$ cat src/rtl/fifo_wr_arbiter_pkg.sv
// fifo_wr_arbiter_pkg: shared FSM type, parameter defaults and clog2 helper for the write arbiter
package fifo_wr_arbiter_pkg;
  localparam int NUM_REQ_DEF = 4;
  localparam int FIFO_DWTH_DEF = 8;
  localparam int MAX_BURST_DEF = 16;
  typedef enum logic {IDLE, GRANT} state_t;
  function automatic int clog2(input int v);
    int r;
    r = 0;
    for (int i = 0; i < 31; i++) r = ((1 << i) < v) ? i + 1 : r;
    return r;
  endfunction
endpackage

$ cat src/rtl/fifo_wr_arbiter_rr_pick.sv
// rr_pick: combinational round-robin first-set search starting at ptr with wrap-around
module rr_pick
  import fifo_wr_arbiter_pkg::*;
#(
  parameter int NUM_REQ = NUM_REQ_DEF,
  localparam int IW = clog2(NUM_REQ)
) (
  input  logic [NUM_REQ-1:0] req,
  input  logic [IW-1:0]      ptr,
  output logic               found,
  output logic [IW-1:0]      idx
);
  logic [IW-1:0] j;
  always_comb begin
    found = 1'b0;
    idx = '0;
    j = '0;
    for (int k = NUM_REQ - 1; k >= 0; k--) begin
      j = IW'((int'(ptr) + k >= NUM_REQ) ? int'(ptr) + k - NUM_REQ : int'(ptr) + k);
      if (req[j]) begin
        found = 1'b1;
        idx = j;
      end
    end
  end
endmodule

$ cat src/rtl/fifo_wr_arbiter.sv
// fifo_wr_arbiter: round-robin burst arbiter feeding the write side of a sync FIFO
module fifo_wr_arbiter
  import fifo_wr_arbiter_pkg::*;
#(
  parameter int NUM_REQ = NUM_REQ_DEF,
  parameter int FIFO_DWTH = FIFO_DWTH_DEF,
  parameter int MAX_BURST = MAX_BURST_DEF,
  localparam int IW = clog2(NUM_REQ),
  localparam int CW = clog2(MAX_BURST + 1)
) (
  input  logic                         clk,
  input  logic                         rst,
  input  logic [NUM_REQ-1:0]           req,
  input  logic [NUM_REQ-1:0]           req_last,
  input  logic [NUM_REQ*FIFO_DWTH-1:0] req_data,
  input  logic                         fifo_full,
  output logic [NUM_REQ-1:0]           gnt,
  output logic                         fifo_wren,
  output logic [FIFO_DWTH-1:0]         fifo_din,
  output logic                         busy,
  output logic [IW-1:0]                owner_id
);
  state_t state_q, state_d;
  logic [IW-1:0] ptr_q, ptr_d, owner_q, owner_d, pick_idx;
  logic [CW-1:0] cnt_q, cnt_d;
  logic pick_found, accept, done;
  rr_pick #(.NUM_REQ(NUM_REQ)) u_pick (
    .req(req),
    .ptr(ptr_q),
    .found(pick_found),
    .idx(pick_idx)
  );
  always_ff @(posedge clk) begin
    if (rst) begin
      state_q <= IDLE;
      ptr_q <= '0;
      owner_q <= '0;
      cnt_q <= '0;
    end else begin
      state_q <= state_d;
      ptr_q <= ptr_d;
      owner_q <= owner_d;
      cnt_q <= cnt_d;
    end
  end
  always_comb begin
    accept = !rst && state_q == GRANT && req[owner_q] && !fifo_full;
    done = state_q == GRANT && (!req[owner_q] ||
           (accept && (req_last[owner_q] || cnt_q == CW'(MAX_BURST - 1))));
    state_d = done ? IDLE : (state_q == IDLE && pick_found) ? GRANT : state_q;
    owner_d = (state_q == IDLE && pick_found) ? pick_idx : owner_q;
    cnt_d = (state_q == IDLE) ? '0 : accept ? cnt_q + CW'(1) : cnt_q;
    ptr_d = !done ? ptr_q : (owner_q == IW'(NUM_REQ - 1)) ? '0 : owner_q + IW'(1);
    gnt = accept ? NUM_REQ'(1) << owner_q : '0;
    fifo_wren = accept;
    fifo_din = req_data[owner_q*FIFO_DWTH +: FIFO_DWTH];
    busy = state_q == GRANT;
    owner_id = owner_q;
  end
endmodule

$ cat config.mk
export PLATFORM = sky130hd
export DESIGN_NAME = fifo_wr_arbiter
export DESIGN_NICKNAME = d
export VERILOG_FILES = /design/src/rtl/fifo_wr_arbiter_pkg.sv /design/src/rtl/fifo_wr_arbiter_rr_pick.sv /design/src/rtl/fifo_wr_arbiter.sv
export SDC_FILE = /design/constraint.sdc
export NUM_CORES = 1
export LEC_CHECK = 0
export ABC_AREA = 1
export CORE_MARGIN = 3
export CORE_UTILIZATION = 60
export CTS_CLUSTER_DIAMETER = 100
export DETAILED_ROUTE_END_ITERATION = 8
export DONT_BUFFER_PORTS = 1
export HOLD_SLACK_MARGIN = 0.05
export PLACE_DENSITY = 0.76
export SKIP_LAST_GASP = 1
export SLEW_MARGIN = 25
export SYNTH_ARGS = -nofsm -noshare
export SYNTH_HDL_FRONTEND = slang
export SYNTH_SLANG_ARGS = --single-unit
$ cat constraint.sdc
create_clock -name clk -period 2.75 [get_ports clk]
set_input_delay 0.55 -clock clk [delete_from_list [all_inputs] [get_ports clk]]
set_output_delay 0.55 -clock clk [all_outputs]
set_load 0.01 [all_outputs]
; Word-level counts from Yosys, hierarchy flattened
; Cells that the tools add are included.
[op_classes]
mul = 0
add_sub_neg = 9
n_mux = 26
n_bitwise = 1
div = 0
n_eq_ne = 2
shifts = 2
order_cmp = 9
reduce_logical = 13
[op_table]
columns = cell, count
row1 = indexed part select 32 x 6 -> 8 bit, 1
row2 = two-way mux 2 bit, 9
row3 = < comparator 2 x 3 -> 1 bit (second input constant), 5
row4 = binary-select mux 1 bit (select 2 bit), 6
row5 = two-way mux 1 bit, 10
row6 = greater-or-equal comparator 3 bit (second input constant), 3
row7 = subtractor 2 x 1 -> 2 bit (second input constant), 4
row8 = adder 2 x 2 -> 3 bit (second input constant), 2
row9 = logical AND 1 bit, 6
row10 = adder 5 x 1 -> 5 bit (second input constant), 1
row11 = equality test 5 x 4 -> 1 bit (second input constant), 1
row12 = two-way mux 4 bit, 1
row13 = OR reduction 2 bit, 2
row14 = << shifter 1 x 2 -> 4 bit (first input constant), 1
row15 = adder 2 x 1 -> 3 bit (second input constant), 1
row16 = greater-or-equal comparator 2 x 3 -> 1 bit (second input constant), 1
row17 = zero test 1 bit, 3
row18 = adder 2 x 1 -> 2 bit (second input constant), 1
row19 = equality test 2 bit (second input constant), 1
row20 = logical OR 1 bit, 2
row21 = NOT 1 bit, 1
[word_totals]
rom_bits = 0
latchBits = 0
memories = 0
regBits = 10
out_inout_bits = 16
elab_cells = 66
in_bits = 43
mem_bits_rw = 0

; Logic depth before layout (Yosys ltp)
; Gate-level depths: netlist of run 1.
[depth]
word_depth = 10
mapped_depth = 12
depth_no_buf = 11

; Cells and area by module
; Synthesis of run 1 repeated with hierarchy kept, for this count alone.
[unflattened]
cells_unflattened = 186
hier_area_um2 = 1099.8
[by_module_without_submodules]
columns = mod, instances, area_per_inst_um2, seq_area_each_um2, cells_each
row1 = fifo_wr_arbiter, 1, 887.1, 200.2, 140
row2 = rr_pick, 1, 212.7, 0.0, 46

; Worst setup path before layout of run 1
; Ideal clock, no wire load.
[synth_timing]
path_kind = input-to-output
start = input port rst
end = output port gnt[0]
path_buffers = 1
path_slack_ns = 1.003
required_time_ns = 2.200
arrival_ns = 1.197
path_stages = 6
cell_sequence = inv_1 nand2_1 nor2_1 nand2_1 buf_4 nor2_1
[synth_via]
elab_chain_cells = 5
[synth_rtl]
columns = element, line
row1 = from (decl), fifo_wr_arbiter.sv:12  ; input logic rst,
row2 = zero test 1 bit, fifo_wr_arbiter.sv:47  ; accept = !rst && state_q == GRANT && req[owner_q] && !fifo_full;
row3 = logical AND 1 bit (3 in series), fifo_wr_arbiter.sv:47
row4 = two-way mux 4 bit, fifo_wr_arbiter.sv:54  ; gnt = accept ? NUM_REQ'(1) << owner_q : '0;
row5 = to (decl), fifo_wr_arbiter.sv:17  ; output logic [NUM_REQ-1:0] gnt,
; Every way passes these cells.

; Final worst setup path of run 1
[layout_timing]
start = register owner_q[1] (netlist: owner_id[1])
end = output port gnt[1]
[layout_via]
elab_chain_cells = 5
word_cells_on_any_way = 6
classes_between = shift (1) / mux (3) / reduce/logical (2)
[layout_rtl]
columns = element, line
row1 = from (decl), fifo_wr_arbiter.sv:24  ; logic [IW-1:0] ptr_q, ptr_d, owner_q, owner_d, pick_idx;
row2 = from (signal assigned), fifo_wr_arbiter.sv:42  ; owner_q <= owner_d;
row3 = binary-select mux 1 bit (select 2 bit), fifo_wr_arbiter.sv:47
row4 = two-way mux 1 bit (implied by the code), fifo_wr_arbiter.sv:47
row5 = logical AND 1 bit (2 in series), fifo_wr_arbiter.sv:47
row6 = two-way mux 4 bit *, fifo_wr_arbiter.sv:54
; Mark *: on every way between the ends. The rest lies on a longest branch, timed or not. The select of a mux whose other input is x is not followed.

==> results.yml, run 1 <==
synth:
  synth_top_area_cell: "dfxtp_1"
  syn_inst: 178
  avgSynthCellArea_um2: 6.052
  ys_ff_latch: 10
  synthAdderAreaFrac_pct: 6.969
  ys_types: 28
  netlist_area_mm2: 0.001077
  ys.warnings.count: 0
  synth_top_family_by_area: "simple AND/OR/NAND/NOR gates"
  ys_top_cells_by_area: "dfxtp_1 19%, nand2_1 11%, nor2_1 9.4%, o21ai_0 8.4%, nand2_2 8.1%"
  synth_top_area_share_pct: 18.58
  synth_xor_xnor_area_share_pct: 0.8130
  synth.net_count: 227
  synthMuxAreaShare_pct: 0
  synth-simple-area-share_pct: 39.02
  yosysSeqAreaShare_pct: 18.58
  synth_compound_area_share_pct: 21.49
setup_path:
  worst_r2r_path_depth: 9
  path_max_fanout: 14
  r2r_end: "ptr_q[0]$_SDFFE_PP0P_"
  endpoint: "gnt[1]"
  rr_startpoint: "owner_id[1]$_SDFFE_PP0P_"
  crit_type: "flip-flop to output pin"
  startpoint: "owner_id[1]$_SDFFE_PP0P_"
  cp-start-kind: "flip-flop"
  ff2ff_setup_slack_ns: 0.86
  crit_required_ns: 2.20
  worstPathArrival_ns: 1.75
  end_kind: "output pin"
place:
  portBuffers: 0
  placedCellCount: 196
  hpwl_um: 2073
  gp_congestion: 0.8170
  post_dp_cell_area_mm2: 0.001064
floorplan:
  fp.dieH_um: 48.38
  num_rows: 14
  fp.coreArea_mm2: 0.001594
  initial_utilization_pct: 67.58
  dieArea_mm2: 0.002340
  io_pins: 59
  die_w_um: 48.38
timing:
  drv_slew: 0
  skew_ns: 0.004760
  finalSetupTns_ns: 0
  layout_min_cycle_time_ns: 2.300
  worstMarginPinSlew_ns: 0.4570
  setup_violations: 0
  rsz0062_at_grt: "no"
  slew_headroom_pct: 69.49
  finalCritPeriodShare_pct: 83.63
  hold_violations: 0
  max_freq_mhz: 434.8
final_layout:
  fin_nets: 226
  fin_area_mm2: 0.001086
  final_cells: 199
  syn_to_final_growth_pct: 0.8129
  drive_gt1_share_pct: 16.57
  fillers: 140
  diodes: 0
clock_network:
  clockBufferDepth: 2
  post_cts_buffers: 0
  cts_buffers: 3
  cts.clk_slew.worst_paths_ns: 0.07
  clkSinkCount: 10
  holdBufCountCts: 0
  cts.repair.resized: 0
  clkLatencyLatePin_ns: 0.27
  htree_num_levels: 1
  cts_root_buffer: "clkbuf_4"
  cts_tree: "built"
pwr:
  ir_drop_mv: 0.6409
  p_total_mw: 1.173
  powerDensity_mw_per_mm2: 1080
  power_leakage_nw: 0.4876
job:
  maxCapViolCount: 0
drt:
  detail_route.first_pass.iterations: 4
  route.vias.total: 1127
  postRouteAntennaNets: 0
  drc_errors: 0
  drt_iter0_markers: 23
  via_per_inst: 5.663
  wl_per_cell_um: 13.20
  drt-total-wl_um: 2626
global_routing:
  antenna_found_initial: 0
  grt_start_max_net_pins: 25
  grtUsageTotal_pct: 23.11
  grt_pass1_wl_um: 4416
  grt_pass1_vias: 1026
  overflow: 0
run_status:
  status: "finished clean"
hold_path:
  hold_path_class: "primary input to flip-flop"
-- through the flow --
step | util [%] | hold slack (ns) | setup WS [ns]
floorplan | - | 0.4284 | 1.003
CTS | 68.13 | 0.3399 | 0.4554
global placement | 66.72 | 0.4392 | 0.7896
global route | 68.13 | 0.3270 | 0.3143
detailed placement | 66.72 | 0.4459 | 0.7536
finish | 68.13 | 0.3402 | 0.4503
-- critical path: stages, from the launching register on --
cell     delay, ns
dfxtp_1       0.30
buf_4         0.18
inv_1         0.28
nand2_1       0.11
o21ai_2       0.08
nand2_1       0.25
nor2_1        0.28
-- power by group --
group	internal [mW]	switching [mW]
sequential	0.178	0.0511
clock	0.0506	0.0509
combinational	0.272	0.570
-- cell type report --
| class | instances | area [µm²] | area share [%] |
|---|---|---|---|
| inverter | 20 | 82.58 | 7.604 |
| clock buffer | 3 | 22.52 | 2.074 |
| tap | 24 | 30.03 | 2.765 |
| timing repair buffer | 2 | 15.01 | 1.382 |
| multi-input combinational | 140 | 735.7 | 67.74 |
| sequential | 10 | 200.2 | 18.43 |
-- synthesized netlist by cell type (all sizes together) --
library cell and count:
nand2 49, nor2 29, o21ai 24, inv 20, dfxtp 10, nand3 9
a21oi 8, o22ai 8, buf 7, ha 6, a31oi 1, and2 1
clkbuf 1, nand4 1, nor3 1, nor3b 1, o21a 1, xor2 1
-- sequential cells by signal, indices dropped and copies added, names as in the netlist --
register / flops
cnt_q: 5
owner_id: 2
ptr_q: 2
busy: 1
-- metal layers --
metal	wire [µm]	global-route usage (%)	share of wire [%]
met1	1094	28.49	42
met2	1236	38.99	47
met3	272	5.215	10
met4	22	9.005	0.84
met5	0	0	0
-- layout by cell type, fill, tap and decap left out, drive strengths merged --
cell type  count
clkbuf         3
a31oi          1
inv           20
and2           1
nor2          29
nor3           1
o21ai         24
nor3b          1
ha             6
nand4          1
a21oi          8
buf            2
o21a           1
dfxtp         10
o22ai          8
nand3          9
nand2         49
xor2           1
-- cell families (layout without fill, tap and decap cells) --
logic type	after synthesis	count (layout)
simple gates	91	91
compound gates	42	42
buf+inv	28	25
flops	10	10
fa+ha+maj	6	6
xor+xnor	1	1
-- how the worst min path moves through the flow --
stage	start	to	slack (ns)	cells past startpoint
after global routing	rst	owner_id[0]$_SDFFE_PP0P_	0.33	1
after floorplan	cnt_q[3]$_SDFFE_PN0P_	cnt_q[3]$_SDFFE_PN0P_	0.43	1
after global placement	cnt_q[3]$_SDFFE_PN0P_	cnt_q[3]$_SDFFE_PN0P_	0.44	1
after CTS	rst	owner_id[0]$_SDFFE_PP0P_	0.34	1
final	rst	owner_id[0]$_SDFFE_PP0P_	0.34	1
after detailed placement	cnt_q[3]$_SDFFE_PN0P_	cnt_q[3]$_SDFFE_PN0P_	0.45	1
No activity file was read; power rests on OpenSTA's default activity.
==> run 2, diff against run 1 <==
--- a/config.mk
+++ b/config.mk
@@ -7,12 +7,12 @@
 export LEC_CHECK = 0
 export ABC_AREA = 1
 export CORE_MARGIN = 3
-export CORE_UTILIZATION = 60
+export CORE_UTILIZATION = 56
 export CTS_CLUSTER_DIAMETER = 100
 export DETAILED_ROUTE_END_ITERATION = 8
 export DONT_BUFFER_PORTS = 1
 export HOLD_SLACK_MARGIN = 0.05
-export PLACE_DENSITY = 0.76
+export PLACE_DENSITY = 0.74
 export SKIP_LAST_GASP = 1
 export SLEW_MARGIN = 25
 export SYNTH_ARGS = -nofsm -noshare
==> constraint.sdc (replaced) <==
create_clock -name clk -period 2 [get_ports clk]
set_input_delay 0.4 -clock clk [delete_from_list [all_inputs] [get_ports clk]]
set_output_delay 0.4 -clock clk [all_outputs]
set_load 0.01 [all_outputs]
==> results.yml, run 2 (synthesis results as in run 1) <==
clock_network:
  cts_root_buffer: "clkbuf_4"
  cts.clk_slew.worst_paths_ns: 0.07
  cts_tree: "built"
  htree_num_levels: 1
  clkLatencyLatePin_ns: 0.26
  cts_buffers: 3
  clkSinkCount: 10
  clockBufferDepth: 2
pwr:
  ir_drop_mv: 0.8886
  intPower_mw: 0.7742
  clkPwrFrac_pct: 10.7
  switching_share_pct: 54.33
  switchingPower_mw: 0.9209
  p_comb_share_pct: 68.7
  seq_power_share_pct: 20.6
  powerDensity_mw_per_mm2: 1495
  p_total_mw: 1.695
  power_leakage_nw: 0.5095
final_layout:
  largest_reg_flops: 5
  final_common_cell: "nand2_1"
  top_register: "cnt_q"
  drive_gt1_share_pct: 21.23
  final_cells: 204
  fin_area_mm2: 0.001134
  diodes: 0
  syn_to_final_growth_pct: 5.227
  fin_nets: 229
  final_cell_mix: "32 x nand2_1, 25 x nor2_1, 18 x o21ai_0"
timing:
  finalCritPeriodShare_pct: 90.51
  layout_min_cycle_time_ns: 1.810
  rsz0062_at_grt: "no"
  setup_violations: 0
  skew_ns: 0.002880
  worstMarginPinSlew_ns: 0.4558
  slew_headroom_pct: 69.57
  max_freq_mhz: 552.4
  whs_ns: 0.1786
  finalSetupTns_ns: 0
  drv_slew: 0
  hold_violations: 0
setup_path:
  cpMostUsedCell: "nand2_1"
  startpoint: "owner_id[0]$_SDFFE_PP0P_"
  critPathMaxStageDelay_ns: 0.35
  critPathBufInv: 1
  crit_required_ns: 1.60
  worstPathArrival_ns: 1.41
  path_max_fanout: 12
  rr_startpoint: "ptr_q[0]$_SDFFE_PP0P_"
  slowest_stage: "dfxtp_2"
  cp-start-kind: "flip-flop"
  crit_chain: "inv_2, nand2_1, nand2_1, nand2_1, o21ai_2, nand2_2, nor2_1"
  cp_num_cells: 7
  end_kind: "output pin"
  worst_r2r_path_depth: 11
  crit_type: "flip-flop to output pin"
  cp_top_family: "simple AND/OR/NAND/NOR gates"
drt:
  via_per_inst: 5.578
  route.vias.total: 1138
  drt-total-wl_um: 2619
  postRouteAntennaNets: 0
  drc_errors: 0
  wl_per_cell_um: 12.84
  drt_iter0_markers: 34
  detail_route.first_pass.iterations: 4
global_routing:
  grtUsageTotal_pct: 21.58
  antenna_found_initial: 0
  overflow: 0
  grt_pass1_wl_um: 4353
  grt_pass1_vias: 1024
  grt_start_max_net_pins: 16
floorplan:
  io_pins: 59
  fp.coreArea_mm2: 0.001764
  num_rows: 15
  dieArea_mm2: 0.002486
  initial_utilization_pct: 61.06
  fp.dieH_um: 49.86
  die_w_um: 49.86
hold_path:
  hold_start: "rst"
  hold_path_class: "primary input to flip-flop"
  hold_depth: 1
job:
  maxCapViolCount: 0
place:
  hpwl_um: 2067
  portBuffers: 0
  placedCellCount: 200
  post_dp_cell_area_mm2: 0.001087
  gp_congestion: 0.9102
run_status:
  status: "finished clean"
-- run 2: cell types whose count changed in the layout (fill, tap and decap cells not counted) --
cell / before / now
nand2_1: 33 / 32
buf_4: 2 / 5
nor2_2: 2 / 4
nand2_2: 14 / 15
clkbuf_8: 0 / 1
dfxtp_2: 0 / 2
dfxtp_1: 10 / 8
nor2_1: 27 / 25
-- run 2: area by class of cell --
class | instances | area, µm²
Clock buffer | 4 | 36.28
Fill cell | 162 | 630.6
Inverter | 20 | 82.58
Multi-Input combinational cell | 140 | 743.2
Sequential cell | 10 | 202.7
Tap cell | 25 | 31.28
Timing Repair Buffer | 5 | 37.54
-- run 2: stage by stage --
| stage | utilization (%) | setup slack [ns] |
|---|---|---|
| global route | 64.26 | 0.04950 |
| floorplan | - | 0.4109 |
| detailed placement | 61.63 | 0.3262 |
| global placement | 61.63 | 0.3898 |
| CTS | 63.69 | 0.03636 |
| finish | 64.26 | 0.1898 |
-- run 2: metal layers --
layer	track usage [%]	wire length [µm]	vias up
li1	-	-	579
met1	28.28	1158	503
met2	36.56	1219	52
met3	2.417	219	4
met4	6.912	22	0
met5	0	0	-
-- run 2: path summary, 6_finish.rpt --
path,slack (ns),endpoint
worst min-delay path,0.18,owner_id[0]$_SDFFE_PP0P_
worst max-delay path,0.19,gnt[1]
worst max register to register,0.44,owner_id[0]$_SDFFE_PP0P_
worst min register to register,0.46,cnt_q[3]$_SDFFE_PN0P_
-- run 2: repair_timing --
item | CTS | global route
endpoints found under the hold margin | 0 | 0
gates resized for setup | 0 | 5
setup endpoints to repair | 0 | 5
setup buffers | 0 | 0
hold buffers | 0 | 0
-- run 2: power by group through the flow --
| stage | registers [mW] | logic (mW) | clock network, mW |
|---|---|---|---|
| 3_5_place_dp | 0.350 | 1.15 | 0 |
| 2_1_floorplan | 0.313 | 1.01 | 0 |
| 3_3_place_gp | 0.345 | 1.12 | 0 |
| 4_1_cts | 0.345 | 1.16 | 0.183 |
| 5_1_grt | 0.363 | 1.33 | 0.187 |
| 6_report | 0.349 | 1.17 | 0.181 |
